--- src/rtl/ysyx_24110015_pkg.sv ---
// Shared types and defaults for the IFU/LSU memory arbiter.
// Holds the FSM state enum, the owner encoding and the default bus widths.
package ysyx_24110015_pkg;

    localparam int DEF_ADDR_W = 32;
    localparam int DEF_DATA_W = 32;

    typedef enum logic [1:0] {
        ST_IDLE = 2'd0,
        ST_REQ  = 2'd1,
        ST_RSP  = 2'd2
    } state_e;

    typedef enum logic {
        OWN_IFU = 1'b0,
        OWN_LSU = 1'b1
    } owner_e;

endpackage

--- src/rtl/ysyx_24110015_rr_arb2.sv ---
// Two-way round-robin choice: a lone requester wins, a tie goes to the side
// that was not granted last. Purely combinational; bit 0 = IFU, bit 1 = LSU.
module ysyx_24110015_rr_arb2 (
    input  logic [1:0]                 req,
    input  ysyx_24110015_pkg::owner_e last_grant,
    output logic [1:0]                grant
);
    import ysyx_24110015_pkg::*;

    // One-hot grant selection
    always_comb begin
        grant = 2'b00;
        case (req)
            2'b01:   grant = 2'b01;
            2'b10:   grant = 2'b10;
            2'b11:   grant = (last_grant == OWN_IFU) ? 2'b10 : 2'b01;
            default: grant = 2'b00;
        endcase
    end

endmodule

--- src/rtl/ysyx_24110015_mem_arbiter.sv ---
// Shares one memory port between the IFU (read-only) and the LSU (read/write),
// with a single outstanding transaction and round-robin arbitration on ties.
module ysyx_24110015_mem_arbiter #(
    parameter int ADDR_W = ysyx_24110015_pkg::DEF_ADDR_W,
    parameter int DATA_W = ysyx_24110015_pkg::DEF_DATA_W
) (
    input  logic                clk,
    input  logic                rst,
    input  logic                ifu_req_valid,
    output logic                ifu_req_ready,
    input  logic [ADDR_W-1:0]   ifu_addr,
    output logic                ifu_rsp_valid,
    input  logic                ifu_rsp_ready,
    output logic [DATA_W-1:0]   ifu_rdata,
    input  logic                lsu_req_valid,
    output logic                lsu_req_ready,
    input  logic [ADDR_W-1:0]   lsu_addr,
    input  logic                lsu_wen,
    input  logic [DATA_W-1:0]   lsu_wdata,
    input  logic [DATA_W/8-1:0] lsu_wmask,
    output logic                lsu_rsp_valid,
    input  logic                lsu_rsp_ready,
    output logic [DATA_W-1:0]   lsu_rdata,
    output logic                mem_req_valid,
    input  logic                mem_req_ready,
    output logic [ADDR_W-1:0]   mem_addr,
    output logic                mem_wen,
    output logic [DATA_W-1:0]   mem_wdata,
    output logic [DATA_W/8-1:0] mem_wmask,
    input  logic                mem_rsp_valid,
    output logic                mem_rsp_ready,
    input  logic [DATA_W-1:0]   mem_rdata
);
    import ysyx_24110015_pkg::*;

    localparam int MASK_W = DATA_W / 8;

    state_e              state_r;
    state_e              state_s;
    owner_e              owner_r;
    owner_e              last_grant_r;
    logic [1:0]          grant_s;
    logic                accept_s;
    logic                rsp_ready_s;
    logic [ADDR_W-1:0]   addr_r;
    logic                wen_r;
    logic [DATA_W-1:0]   wdata_r;
    logic [MASK_W-1:0]   wmask_r;

    ysyx_24110015_rr_arb2 u_arb (
        .req        ({lsu_req_valid, ifu_req_valid}),
        .last_grant (last_grant_r),
        .grant      (grant_s)
    );

    // The request side is driven only from latched fields, so it is stable across stalls
    assign mem_req_valid = (state_r == ST_REQ);
    assign mem_addr      = addr_r;
    assign mem_wen       = wen_r;
    assign mem_wdata     = wdata_r;
    assign mem_wmask     = wmask_r;
    assign mem_rsp_ready = rsp_ready_s;

    // Next-state, handshake steering and response routing
    always_comb begin
        state_s       = state_r;
        accept_s      = 1'b0;
        rsp_ready_s   = 1'b0;
        ifu_req_ready = 1'b0;
        lsu_req_ready = 1'b0;
        ifu_rsp_valid = 1'b0;
        lsu_rsp_valid = 1'b0;
        ifu_rdata     = {DATA_W{1'b0}};
        lsu_rdata     = {DATA_W{1'b0}};
        case (state_r)
            ST_IDLE: begin
                // rst gates ready so nothing looks acceptable while held in reset
                ifu_req_ready = grant_s[0] & rst;
                lsu_req_ready = grant_s[1] & rst;
                if (grant_s != 2'b00) begin
                    accept_s = 1'b1;
                    state_s  = ST_REQ;
                end else begin
                    state_s  = ST_IDLE;
                end
            end
            ST_REQ: begin
                if (mem_req_ready) begin
                    state_s = ST_RSP;
                end else begin
                    state_s = ST_REQ;
                end
            end
            ST_RSP: begin
                if (owner_r == OWN_IFU) begin
                    ifu_rsp_valid = mem_rsp_valid;
                    ifu_rdata     = mem_rdata;
                    rsp_ready_s   = ifu_rsp_ready;
                end else begin
                    lsu_rsp_valid = mem_rsp_valid;
                    lsu_rdata     = mem_rdata;
                    rsp_ready_s   = lsu_rsp_ready;
                end
                if (mem_rsp_valid && rsp_ready_s) begin
                    state_s = ST_IDLE;
                end else begin
                    state_s = ST_RSP;
                end
            end
            default: begin
                state_s = ST_IDLE;
            end
        endcase
    end

    // FSM state register
    always_ff @(posedge clk or negedge rst) begin
        if (!rst) begin
            state_r <= ST_IDLE;
        end else begin
            state_r <= state_s;
        end
    end

    // Owner, last grant and request fields are captured on the accept cycle
    always_ff @(posedge clk or negedge rst) begin
        if (!rst) begin
            owner_r      <= OWN_IFU;
            last_grant_r <= OWN_LSU;
            addr_r       <= {ADDR_W{1'b0}};
            wen_r        <= 1'b0;
            wdata_r      <= {DATA_W{1'b0}};
            wmask_r      <= {MASK_W{1'b0}};
        end else if (accept_s) begin
            if (grant_s[1]) begin
                owner_r      <= OWN_LSU;
                last_grant_r <= OWN_LSU;
                addr_r       <= lsu_addr;
                wen_r        <= lsu_wen;
                wdata_r      <= lsu_wdata;
                wmask_r      <= lsu_wmask;
            end else begin
                owner_r      <= OWN_IFU;
                last_grant_r <= OWN_IFU;
                addr_r       <= ifu_addr;
                wen_r        <= 1'b0;
                wdata_r      <= {DATA_W{1'b0}};
                wmask_r      <= {MASK_W{1'b0}};
            end
        end
    end

endmodule
--- config.mk ---
export PLATFORM = sky130hd
export DESIGN_NAME = ysyx_24110015_mem_arbiter
export DESIGN_NICKNAME = d
export VERILOG_FILES = /design/src/rtl/ysyx_24110015_pkg.sv /design/src/rtl/ysyx_24110015_rr_arb2.sv /design/src/rtl/ysyx_24110015_mem_arbiter.sv
export SDC_FILE = /design/constraint.sdc
export NUM_CORES = 1
export LEC_CHECK = 0
export CELL_PAD_IN_SITES_DETAIL_PLACEMENT = 0
export CELL_PAD_IN_SITES_GLOBAL_PLACEMENT = 1
export CORE_ASPECT_RATIO = 1.1
export CORE_MARGIN = 3
export CORE_UTILIZATION = 25
export CTS_CLUSTER_DIAMETER = 150
export CTS_CLUSTER_SIZE = 10
export DETAILED_ROUTE_END_ITERATION = 6
export GPL_ROUTABILITY_DRIVEN = 1
export PLACE_DENSITY = 0.79
export SYNTH_ARGS = -nofsm -noshare
export SYNTH_HDL_FRONTEND = slang
export SYNTH_SLANG_ARGS = --single-unit
--- constraint.sdc ---
create_clock -name clk -period 2.4 [get_ports clk]
set_clock_uncertainty 0.15 [all_clocks]
set_input_delay 0.6 -clock clk [delete_from_list [all_inputs] [get_ports clk]]
set_output_delay 0.6 -clock clk [all_outputs]
set_load 0.005 [all_outputs]
# --- After elaboration in Yosys (flattened, before gate mapping) ---
# Index checks and enable logic that the tools add are counted.
totals:
  regBits: 73
  in_bits: 141
  out_inout_bits: 139
  word_cells: 43
op_classes:
  eq_ne: 5
  mux: 26
  n_bitwise: 2
  n_reduce_logical: 3
op_table:
  columns: ["operator", "count"]
  rows:
  - ["two-way mux 32 bit", 6]
  - ["two-way mux 1 bit", 14]
  - ["case mux 2 bit (3 select lines)", 2]
  - ["== test 2 bit (second input constant)", 3]
  - ["two-way mux 2 bit", 3]
  - ["== test 2 x 1 -> 1 bit (second input constant)", 2]
  - ["two-way mux 4 bit", 1]
  - ["AND 1 bit", 2]
  - ["zero test 2 bit", 1]
  - ["nonzero test 2 bit", 1]
  - ["logical AND 1 bit", 1]

# --- Logic depth before layout (Yosys ltp) ---
# Gate-level depths: netlist of the first run.
logic_depth:
  depth_word: 5
  mapped_depth: 5
  ltp_nobuf: 3

# --- By module ---
# Synthesis of the first run repeated with hierarchy kept, for this count alone.
unflattened:
  hier_cells: 283
  hier_area_um2: 3611.0
by_module_without_submodules:
  columns: ["mod", "n_inst", "cells_each", "area_per_inst_um2", "seq_area_each_um2"]
  rows:
  - ["ysyx_24110015_mem_arbiter", 1, 280, 3592.2, 1828.0]
  - ["ysyx_24110015_rr_arb2", 1, 3, 18.8, 0.0]

# --- Worst setup path before layout of the first run ---
# Ideal clock, no wire load.
synth_path:
  path_kind: "input to output"
  startpoint: "input port lsu_req_valid"
  endpoint: "output port lsu_req_ready"
  t_arrival_ns: 1.417
  t_required_ns: 1.650
  slack_ns: 0.233
  path_stages: 5
  path_buffers: 2
  path_cell_list: "a21bo_1 > buf_6 > nor3_2 > buf_2 > and2_1"
synth_via:
  elab_chain_cells: 4
  elab_cells_between_ends: 6
  cone_classes: "eq/ne: 3; mux: 2; bitwise: 1"
synth_rtl:
  columns: ["element", "line", "rtl"]
  rows:
  - ["start: declaration", "ysyx_24110015_mem_arbiter.sv:15", "input logic lsu_req_valid,"]
  - ["== test 2 bit or == test 2 x 1 -> 1 bit (tied branches)", "ysyx_24110015_rr_arb2.sv:13", "case (req)"]
  - ["case mux 2 bit (3 select lines) (*)", "ysyx_24110015_rr_arb2.sv:13", null]
  - ["AND 1 bit (*)", "ysyx_24110015_mem_arbiter.sv:79", "lsu_req_ready = grant_s[1] & rst;"]
  - ["two-way mux 1 bit (*)", "ysyx_24110015_mem_arbiter.sv:75", "case (state_r)"]
  - ["end: declaration", "ysyx_24110015_mem_arbiter.sv:16", "output logic lsu_req_ready,"]
# Every way passes the cells marked *; elsewhere a longest branch is shown, timed or not.

# --- Final worst setup path of the first run ---
layout_path:
  startpoint: "register state_r[0]"
  endpoint: "output port ifu_rdata[27]"
layout_via:
  elab_chain_cells: 2
layout_rtl:
  columns: ["element", "line", "rtl"]
  rows:
  - ["start: declaration", "ysyx_24110015_mem_arbiter.sv:38", "state_e state_r;"]
  - ["start signal: assignment", "ysyx_24110015_mem_arbiter.sv:121", "state_r <= state_s;"]
  - ["== test 2 bit", "ysyx_24110015_mem_arbiter.sv:75", null]
  - ["two-way mux 32 bit", "ysyx_24110015_mem_arbiter.sv:75", null]
  - ["end: declaration", "ysyx_24110015_mem_arbiter.sv:14", "output logic [DATA_W-1:0] ifu_rdata,"]
# No other way between the ends.

==> summary.md, run 1 <==
| Metric | Value |
|---|---|
| Status | complete, but fails checks |
| Failing checks | negative setup slack |
| First-pass GRT wire length | between 20000 and 25000 µm |
| Synth area leaders | dfrtp_1 (48%), mux2_4 (23%), and2_1 (11%) |
| Setup violators final | 23 |
| Cells after Synth | roughly 280 |
| Pre-CTS setup slack | -0.511 ns |
| Fmax | 400 MHz |
| Highest-delay cell along the critical path | dfrtp_1 |
| DRT antenna net count | 0 |
| Wire length per cell | approximately 18 µm |
| Number of synthesized flops with an enable pin | 0 |
| Yosys cell types | 21 |
| Register area share after synthesis | 48.7% |
| Share of the synthesized area in the top cell type | 48.0% |
| Critical Path AT | between 1.5 and 2 ns |
| Min Tclk post-route | 2.50 ns |
| Syn_nets | 423 |
| Max-slew violations | 0 |
| NumNets Final | 727 |
| Clock Sinks | 73 |
| DRC | 0 |
| Critical Path Most Common Cell | buf_6 |
| Ys async rst share | 100% |
| Fin Hold WS | 0.0871 ns |
| Clock Tree Root | clkbuf_16 |
| Final instance area | approximately 0.0073 mm² |
| Fillers | 1280 |
| Most frequent cells in the layout | clkdlybuf4s50_1 (206), dfrtp_1 (71), mux2_4 (58) |
| Clock-pin slew on the worst setup and hold paths | roughly 0.060 ns |
| I/O pins | 280 |
| Die area | between 0.015 and 0.02 mm² |
| Dpl cell area | around 0.007 mm² |
| Detailed Place HPWL | between 9000 and 10000 µm |
| Total vias in the final route | 3459 |
| Cts bufs inserted | 9 |
| Core Region | 0.0146 mm² |
| Pwr dens | 1010 mW/mm² |
| Startpoint types | flop |
| Final Wtd Congestion | 0.776 |
| FF/Latch Area | 0.00183 mm² |
| Ant diodes | 0 |
| Commonest non-fill, non-tap cell in the layout | clkdlybuf4s50_1 |
| Die Wd | 123 µm |
| Routed WL | 13800 µm |
| Critical Path End Type | output port |
| FF+latch count, synth | 73 |
| Crit path largest cell delay | 0.39 ns |
| H-tree depth | 3 |
| Worst-skew pair later-pin latency | about 0.33 ns |
| Final worst slack | -0.102 ns |
| Area of the multi-input gates | 0.00189 mm² |
| Mapped Area | 0.00375 mm² |
| Synth-to-layout area growth | 94.5% |
| Synth warn | 0 |
| Final count of hold timing violations | 0 |
| Critical path required time | 1.65 ns |
| Post-Layout Cell Count | ~780 |
| DR pass1 iterations | 4 |
| Worst-path cell chain | nand2b_4 > buf_6 > nor2_4 > buf_6 > buf_6 > buf_16 > buf_6 > and2_4 > buf_6 |
| Peak VDD IR | 0.000339 V |
| Gr usage total | 15.9% |
| Placed insts | roughly 750 |
| GRT Residual Overflow | 0 |
| Initial antenna violation count | 0 |
| I/O Buffers | 279 |
| Vias per inst | between 4 and 5 |
| Final Cycle Share | 104% |
| # Max-Cap Violations | 0 |
| Maximum fanout along the worst path | 8 |
| Row Count | 46 |
| Max-slew headroom | 56.6% |
| Synth area leader | dfrtp_1 |
| CTS tree | done |
| Initial DRC count | 127 |
| Layout cells sized above 1 | 36.4% |
| RSZ-0062 raised after global routing | true |
| Crit Path Class | flop to output port |
| Leakage Power | about 0.0034 µW |
| Initial Util | about a quarter |
| Vias in the first global route | 3826 |
| Die height | approximately 130 µm |
| Largest net degree at the start of global routing | 51 |
| Hold Crit Class | primary input to async pin |
| Worst slew pin tran | roughly 0.65 ns |
| Top_reg_cell synth | dfrtp_1 |
| Core Util, Final | 50.1% |
| Syn_area_per_cell | roughly 13 µm² |
| Max Root-Sink Buffers | 2 |
-- sequential cells by signal, indices dropped and copies added, names as in the netlist --
register,cells
mem_addr,32
mem_wdata,32
mem_wmask,4
state_r,2
last_grant_r,1
mem_wen,1
owner_r,1
-- critical path: cells and delay by family (launching register included) --
kind,cells,cell delay (ns)
buffers and inverters,6,0.65
DFF,1,0.39
and+or+nand+nor,3,0.38
-- logic make-up after synthesis --
logic type | synth area share [%]
DFF | 48.7
AOI/OAI and AO/OA | 10.1
and+or+nand+nor | 12.4
muxes | 25.3
buffers and inverters | 3.47
-- Yosys cell counts (2+ instances only) --
library cell,number
buf_2,8
buf_6,4
a21o_1,3
mux2_2,7
clkbuf_1,10
and2_1,67
mux2_4,58
nand2b_1,2
a22o_1,37
dfrtp_1,72
nor2_1,3
inv_1,2
-- final cells by class --
| type | instances | area share, % |
|---|---|---|
| repair buffers | 315 | 41.1 |
| multi-input cells | 185 | 26.0 |
| clock inverters | 7 | 1.41 |
| inverters | 2 | 0.103 |
| flip-flops and latches | 73 | 25.1 |
| clock buffers | 9 | 3.09 |
| well taps | 192 | 3.29 |
-- routing by layer --
| layer | part of all wire [%] | vias to the layer above | global-route usage [%] |
|---|---|---|---|
| met1 | 36 | 1646 | 17.1 |
| met4 | 2.5 | 0 | 6.35 |
| met2 | 51 | 191 | 28.2 |
| met3 | 10 | 23 | 5.61 |
| li1 | - | 1599 | - |
| met5 | 0 | - | 0 |
-- through the flow --
step           total power [µW]  TNS (ns)
6_report                   7390    -0.878
5_1_grt                    7820     -2.39
4_1_cts                    7460     -3.53
3_5_place_dp               5710    -16.51
3_3_place_gp               5640    -14.68
2_1_floorplan              3650         0
-- final timing paths --
kind                                                 from                        end  slack (ns)  depth (start not counted)
min in group clk                mem_wdata[17]$_DFFE_PN0P_  mem_wdata[17]$_DFFE_PN0P_        0.35                          1
worst min register to register  mem_wdata[17]$_DFFE_PN0P_  mem_wdata[17]$_DFFE_PN0P_        0.35                          1
worst max register to register   last_grant_r$_DFFE_PN1P_    mem_addr[0]$_DFFE_PN0P_        0.19                          5
worst max-delay path                 state_r[0]$_DFF_PN0_              ifu_rdata[27]       -0.10                          9
max in group asynchronous                             rst        owner_r$_DFFE_PN0P_        1.33                          2
worst min-delay path                                  rst   last_grant_r$_DFFE_PN1P_        0.09                          1
-- repair_timing --
action | 4_1_cts | 5_1_grt
buffers inserted | 14 | 5
resized for setup | 209 | 88
gates cloned | 3 | 2
hold buffers | 0 | 0
pin swaps | 10 | 4
setup endpoints to repair | 102 | 36
-- power by group --
group,total [µW],switching (µW),internal [µW]
Combinational,3830,1310,2520
Sequential,2090,306,1790
Clock,1480,553,923
Total,7390,2170,5220
Note: power is estimated with default switching activity, not from simulation.
==> run 2, diff against run 1 <==
--- a/config.mk
+++ b/config.mk
@@ -15,6 +15,7 @@
 export DETAILED_ROUTE_END_ITERATION = 6
 export GPL_ROUTABILITY_DRIVEN = 1
 export PLACE_DENSITY = 0.79
+export REMOVE_ABC_BUFFERS = 1
 export SYNTH_ARGS = -nofsm -noshare
 export SYNTH_HDL_FRONTEND = slang
 export SYNTH_SLANG_ARGS = --single-unit
==> run 2 against run 1 <==
Effect of this change:
- the run still ends with negative setup slack left
- setup slack better by 0.032 ns
- register-to-register slack better by 0.03 ns
- sequential power hardly changed
- die area stayed put
- maximum frequency is 1.3% higher
- non-clock buffer count is 3 lower
- critical path depth stayed put
- largest power group unchanged
- clock-buffer cell count is 1 higher
- highest routed layer unchanged
==> summary.md, run 2 (synthesized netlist as in run 1, its figures left out) <==
| Metric | Value |
|---|---|
| Vias per inst | 4.34 (-1.9%) |
| Max-slew violations | 0 (unchanged) |
| DRT antenna net count | 0 (unchanged) |
| Detailed Place HPWL | 10000 µm (+2.3%) |
| Critical Path AT | 1.72 ns (-0.03 ns) |
| Crit path largest cell delay | 0.38 ns (about the same) |
| Final Cycle Share | 103% (-1.3 points) |
| Gr usage total | 15.8% (-0.15 points) |
| Clock Sinks | 73 (unchanged) |
| Die Wd | 123 µm (unchanged) |
| Final worst slack | -0.0696 ns (+0.0323 ns) |
| Routed WL | 13200 µm (-4.7%) |
| Leakage Power | 0.00337 µW (-0.83%) |
| I/O pins | 280 (unchanged) |
| Row Count | 46 (unchanged) |
| Vias in the first global route | 3601 (-5.9%) |
| Initial antenna violation count | 0 (unchanged) |
| Layout cells sized above 1 | 34.2% (-2.2 points) |
| Largest net degree at the start of global routing | 55 (+7.8%) |
| DR pass1 iterations | 4 (unchanged) |
| Failing checks | negative setup slack |
| CTS tree | done |
| Clock Tree Root | clkbuf_16 |
| RSZ-0062 raised after global routing | true |
| DRC | 0 (unchanged) |
| Hold Crit Class | primary input to async pin |
| Clock-pin slew on the worst setup and hold paths | 0.06 ns (about the same) |
| Ant diodes | 0 (unchanged) |
| Maximum fanout along the worst path | 6 (-2) |
| Final count of hold timing violations | 0 (unchanged) |
| Core Region | 0.0146 mm² (unchanged) |
| GRT Residual Overflow | 0 (unchanged) |
| Critical path required time | 1.65 ns (about the same) |
| NumNets Final | 724 (-0.41%) |
| Core Util, Final | 49.9% (-0.24 points) |
| Worst-skew pair later-pin latency | 0.33 ns (about the same) |
| Pwr dens | 1010 mW/mm² (-0.46%) |
| Cts bufs inserted | 9 (unchanged) |
| Status | complete, but fails checks |
| Highest-delay cell along the critical path | dfrtp_1 |
| Crit Path Class | flop to output port |
| Worst-path cell chain | nand2b_4 > buf_6 > nor2_4 > buf_6 > buf_6 > buf_16 > buf_12 > and2_1 > buf_2 |
| Commonest non-fill, non-tap cell in the layout | clkdlybuf4s50_1 |
| Die area | 0.0165 mm² (unchanged) |
| Total vias in the final route | 3382 (-2.2%) |
| I/O Buffers | 279 (unchanged) |
| Startpoint types | flop |
| Min Tclk post-route | 2.47 ns (-0.0323 ns) |
| Setup violators final | 12 (-48%) |
| Die height | 134 µm (unchanged) |
| CP top delay family | buffers and inverters |
| H-tree depth | 3 (unchanged) |
| Initial Util | 25.8% (unchanged) |
| Most frequent cells in the layout | clkdlybuf4s50_1 (206), dfrtp_1 (72), mux2_4 (58) |
| Initial DRC count | 104 (-18%) |
| # Max-Cap Violations | 0 (unchanged) |
| Fillers | 1337 (+4.5%) |
| Fmax | 405 MHz (+1.3%) |
| Worst slew pin tran | 0.659 ns (+0.00783 ns) |
| Final Wtd Congestion | 0.762 (-1.9%) |
| Max-slew headroom | 56.1% (-0.52 points) |
| Synth-to-layout area growth | 93.5% |
| Critical Path End Type | output port |
| Peak VDD IR | 0.000686 V (+100%) |
| First-pass GRT wire length | 20000 µm (-1.9%) |
| Critical Path Most Common Cell | buf_6 |
| Max Root-Sink Buffers | 2 (unchanged) |
| Wire length per cell | 16.9 µm (-4.3%) |
| Total power | 7320 µW (-0.94%) |
| Buffers & Inverters on Critical Path | 6 (unchanged) |
[run 2: worst reg2reg max path, delay by kind of cell (launching register included)]
family	cells	cell delay, ns
mux	2	0.66
compound gates	1	0.15
buf+inv	2	0.55
flops	1	0.55
[run 2: metal layers]
layer	up-vias	track usage (%)	wire length, µm
met1	1617	18.1	5060
met5	-	0	0
li1	1597	-	-
met2	144	27.3	6860
met4	0	5.41	289
met3	24	5.24	964
[run 2: area by class of cell]
type,instances,area (µm²),area share (%)
Timing Repair Buffer,312,2980,41.0
Multi-Input combinational cell,185,1890,26.0
Sequential cell,73,1830,25.2
Tap cell,192,240,3.31
Clock buffer,10,229,3.15
Clock inverter,6,90.1,1.24
Inverter,2,7.51,0.103
[run 2: worst paths after layout]
check | startpoint | end | slack [ns] | depth (start not counted)
worst max-delay path | state_r[0]$_DFF_PN0_ | ifu_rdata[29] | -0.07 | 9
worst min-delay path | rst | mem_addr[8]$_DFFE_PN0P_ | 0.05 | 2
worst max register to register | last_grant_r$_DFFE_PN1P_ | mem_addr[2]$_DFFE_PN0P_ | 0.22 | 5
worst min register to register | mem_wdata[2]$_DFFE_PN0P_ | mem_wdata[2]$_DFFE_PN0P_ | 0.35 | 1
max in group asynchronous | rst | mem_wdata[8]$_DFFE_PN0P_ | 1.37 | 2
min in group clk | mem_wdata[2]$_DFFE_PN0P_ | mem_wdata[2]$_DFFE_PN0P_ | 0.35 | 1
[run 2: timing repair]
item,4_1_cts,5_1_grt
hold buffers,0,0
resized for setup,200,78
gates cloned,3,0
setup buffers,14,2
setup endpoints to repair,73,37
pin swaps,13,6
[run 2: per-stage QoR]
step | instances | worst slack (ns) | hold slack [ns] | cell area, µm² | setup TNS, ns
floorplan | 260 | -1.29 | 0.154 | 3630 | -36.88
global placement | 747 | -0.582 | 0.339 | 6830 | -14.29
detailed placement | 747 | -0.594 | 0.341 | 6830 | -15.95
CTS | 780 | -0.199 | 0.0387 | 7300 | -3.69
global route | 780 | -0.159 | 0.0423 | 7260 | -3.47
finish | 780 | -0.0696 | 0.0491 | 7260 | -0.621
[run 2: where the power goes]
group          total, µW  switching (µW)  internal (µW)
Sequential          2100             312           1790
Clock               1440             530            914
Combinational       3780            1280           2500
==> run 3, diff against run 2 <==
--- a/config.mk
+++ b/config.mk
@@ -14,7 +14,7 @@
 export CTS_CLUSTER_SIZE = 10
 export DETAILED_ROUTE_END_ITERATION = 6
 export GPL_ROUTABILITY_DRIVEN = 1
-export PLACE_DENSITY = 0.79
+export PLACE_DENSITY = 0.9
 export REMOVE_ABC_BUFFERS = 1
 export SYNTH_ARGS = -nofsm -noshare
 export SYNTH_HDL_FRONTEND = slang
==> run 3 against run 2 <==
Effect of this change:
- the run now ends clean
- core utilization shrank 0.80 points
- clock power is essentially flat
- first-iteration DRC count shrank 30%
- critical path type unchanged
- highest routed layer unchanged
==> summary.md, run 3 (synthesized netlist as in run 1, its figures left out) <==
| Metric | Value |
|---|---|
| Clock Tree Root | clkbuf_16 |
| Crit path largest cell delay | 0.38 ns (about the same) |
| Dpl cell area | 0.00681 mm² (-0.22%) |
| Setup violators final | 0 (-12) |
| First-pass GRT wire length | 19600 µm (-2.1%) |
| H-tree depth | 3 (unchanged) |
| GRT Residual Overflow | 0 (unchanged) |
| DRT antenna net count | 0 (unchanged) |
| Wire length per cell | 16.6 µm (-1.8%) |
| Die area | 0.0165 mm² (unchanged) |
| # Max-Cap Violations | 0 (unchanged) |
| Final count of hold timing violations | 0 (unchanged) |
| Initial antenna violation count | 0 (unchanged) |
| Die Wd | 123 µm (unchanged) |
| Critical Path AT | 1.57 ns (-0.15 ns) |
| Status | completed |
| Core Region | 0.0146 mm² (unchanged) |
| Gr usage total | 15.4% (-0.33 points) |
| Post-Layout Cell Count | 768 (-1.5%) |
| Final Cycle Share | 96.7% (-6.2 points) |
| Most frequent cells in the layout | clkdlybuf4s50_1 (205), dfrtp_1 (71), and2_1 (59), mux2_4 (59), a22o_1 (37) |
| Layout cells sized above 1 | 26.9% (-7.3 points) |
| Max-slew violations | 0 (unchanged) |
| Clock Sinks | 73 (unchanged) |
| Critical Path End Type | output port |
| Crit Path Class | flop to output port |
| Critical path required time | 1.65 ns (about the same) |
| Peak VDD IR | 0.000445 V (-35%) |
| Hold buffers post-CTS | 0 (unchanged) |
| Detailed Place HPWL | 9630 µm (-3.9%) |
| Final instance area | 0.00715 mm² (-1.6%) |
| Ant diodes | 0 (unchanged) |
| Initial Util | 25.8% (unchanged) |
| Commonest non-fill, non-tap cell in the layout | clkdlybuf4s50_1 |
| Initial DRC count | 73 (-30%) |
| Max-slew headroom | 40.9% (-15 points) |
| Worst slew pin tran | 0.887 ns (+0.228 ns) |
| Vias per inst | 4.30 (-0.84%) |
| NumNets Final | 712 (-1.7%) |
| I/O Buffers | 279 (unchanged) |
| Vias in the first global route | 3612 (+0.31%) |
| Fillers | 1321 (-1.2%) |
| I/O pins | 280 (unchanged) |
| Largest net degree at the start of global routing | 73 (+33%) |
| Placed insts | 744 (-0.40%) |
| Hold Crit Class | primary input to async pin |
| Routed WL | 12700 µm (-3.3%) |
| Total vias in the final route | 3302 (-2.4%) |
| DR pass1 iterations | 4 (unchanged) |
| Clock-pin slew on the worst setup and hold paths | 0.06 ns (about the same) |
| Core Util, Final | 49.1% (-0.80 points) |
| Min Tclk post-route | 2.32 ns (-0.148 ns) |
| Fmax | 431 MHz (+6.4%) |
| Highest-delay cell along the critical path | dfrtp_1 |
| Worst-path cell chain | nand2b_4 > nor2_4 > buf_6 > bufbuf_16 > and2_1 > buf_2 |
| DRC | 0 (unchanged) |
| Die height | 134 µm (unchanged) |
| Final Wtd Congestion | 0.773 (+1.4%) |
| Cts bufs inserted | 9 (unchanged) |
| Leakage Power | 0.00340 µW (+0.86%) |
| CTS tree | done |
| Worst-skew pair later-pin latency | 0.33 ns (about the same) |
| Synth-to-layout area growth | 90.4% |
| Max Root-Sink Buffers | 2 (unchanged) |
| Row Count | 46 (unchanged) |
| Maximum fanout along the worst path | 8 (+2) |
| Startpoint types | flop |
| Pwr dens | 1000 mW/mm² (-0.45%) |
[run 3: timing repair]
| item | in CTS | in global routing |
|---|---|---|
| resized for setup | 147 | 46 |
| endpoints found under the hold margin | 0 | 0 |
| setup endpoints to repair | 70 | 37 |
| pin swaps | 1 | 5 |
| cloned | 3 | 0 |
| buffers inserted | 6 | 2 |
[run 3: critical path, delay by kind of cell (launching register included)]
kind,cells,cell delay [ns]
buffers and inverters,3,0.46
AND/OR/NAND/NOR,3,0.40
flip-flops,1,0.38
[run 3: area by class of cell]
| type | instances | area, µm² | share of cell area [%] |
|---|---|---|---|
| Multi-Input combinational cell | 185 | 1870 | 26.1 |
| Timing Repair Buffer | 300 | 2870 | 40.2 |
| Sequential cell | 73 | 1830 | 25.6 |
| Tap cell | 192 | 240 | 3.36 |
| Inverter | 2 | 7.51 | 0.105 |
| Clock buffer | 9 | 225 | 3.15 |
| Clock inverter | 7 | 103 | 1.44 |
[run 3: per-layer routing]
metal	up-vias	global-route usage [%]	part of all wire (%)
met5	-	0	0
met4	0	5.85	1.6
met3	13	4.52	7.1
met2	134	26.3	52
met1	1582	18.2	39
li1	1573	-	-
[run 3: final timing paths]
| check | endpoint | cells after the start | slack [ns] | startpoint |
|---|---|---|---|---|
| min in group clk | mem_wdata[13]$_DFFE_PN0P_ | 1 | 0.35 | mem_wdata[13]$_DFFE_PN0P_ |
| hold / removal | last_grant_r$_DFFE_PN1P_ | 1 | 0.06 | rst |
| hold reg to reg | mem_wdata[13]$_DFFE_PN0P_ | 1 | 0.35 | mem_wdata[13]$_DFFE_PN0P_ |
| setup / recovery | ifu_rdata[11] | 6 | 0.08 | state_r[0]$_DFF_PN0_ |
| max in group asynchronous | owner_r$_DFFE_PN0P_ | 2 | 1.15 | rst |
| setup reg to reg | mem_addr[0]$_DFFE_PN0P_ | 4 | 0.29 | last_grant_r$_DFFE_PN1P_ |
[run 3: report_power, final]
part           total, µW  internal [µW]  switching (µW)
logic               3600           2380            1210
registers           2110           1790             322
clock network       1470            922             547
[run 3: through the flow]
step	power, µW	setup slack, ns	TNS [ns]	hold slack [ns]
CTS	7330	-0.159	-1.34	0.0398
floorplan	3600	-1.29	-36.88	0.154
detailed placement	5670	-0.524	-12.99	0.341
finish	7170	0.0781	0	0.0608
global route	7640	-0.00819	-0.0110	0.0447
global placement	5580	-0.510	-10.67	0.338
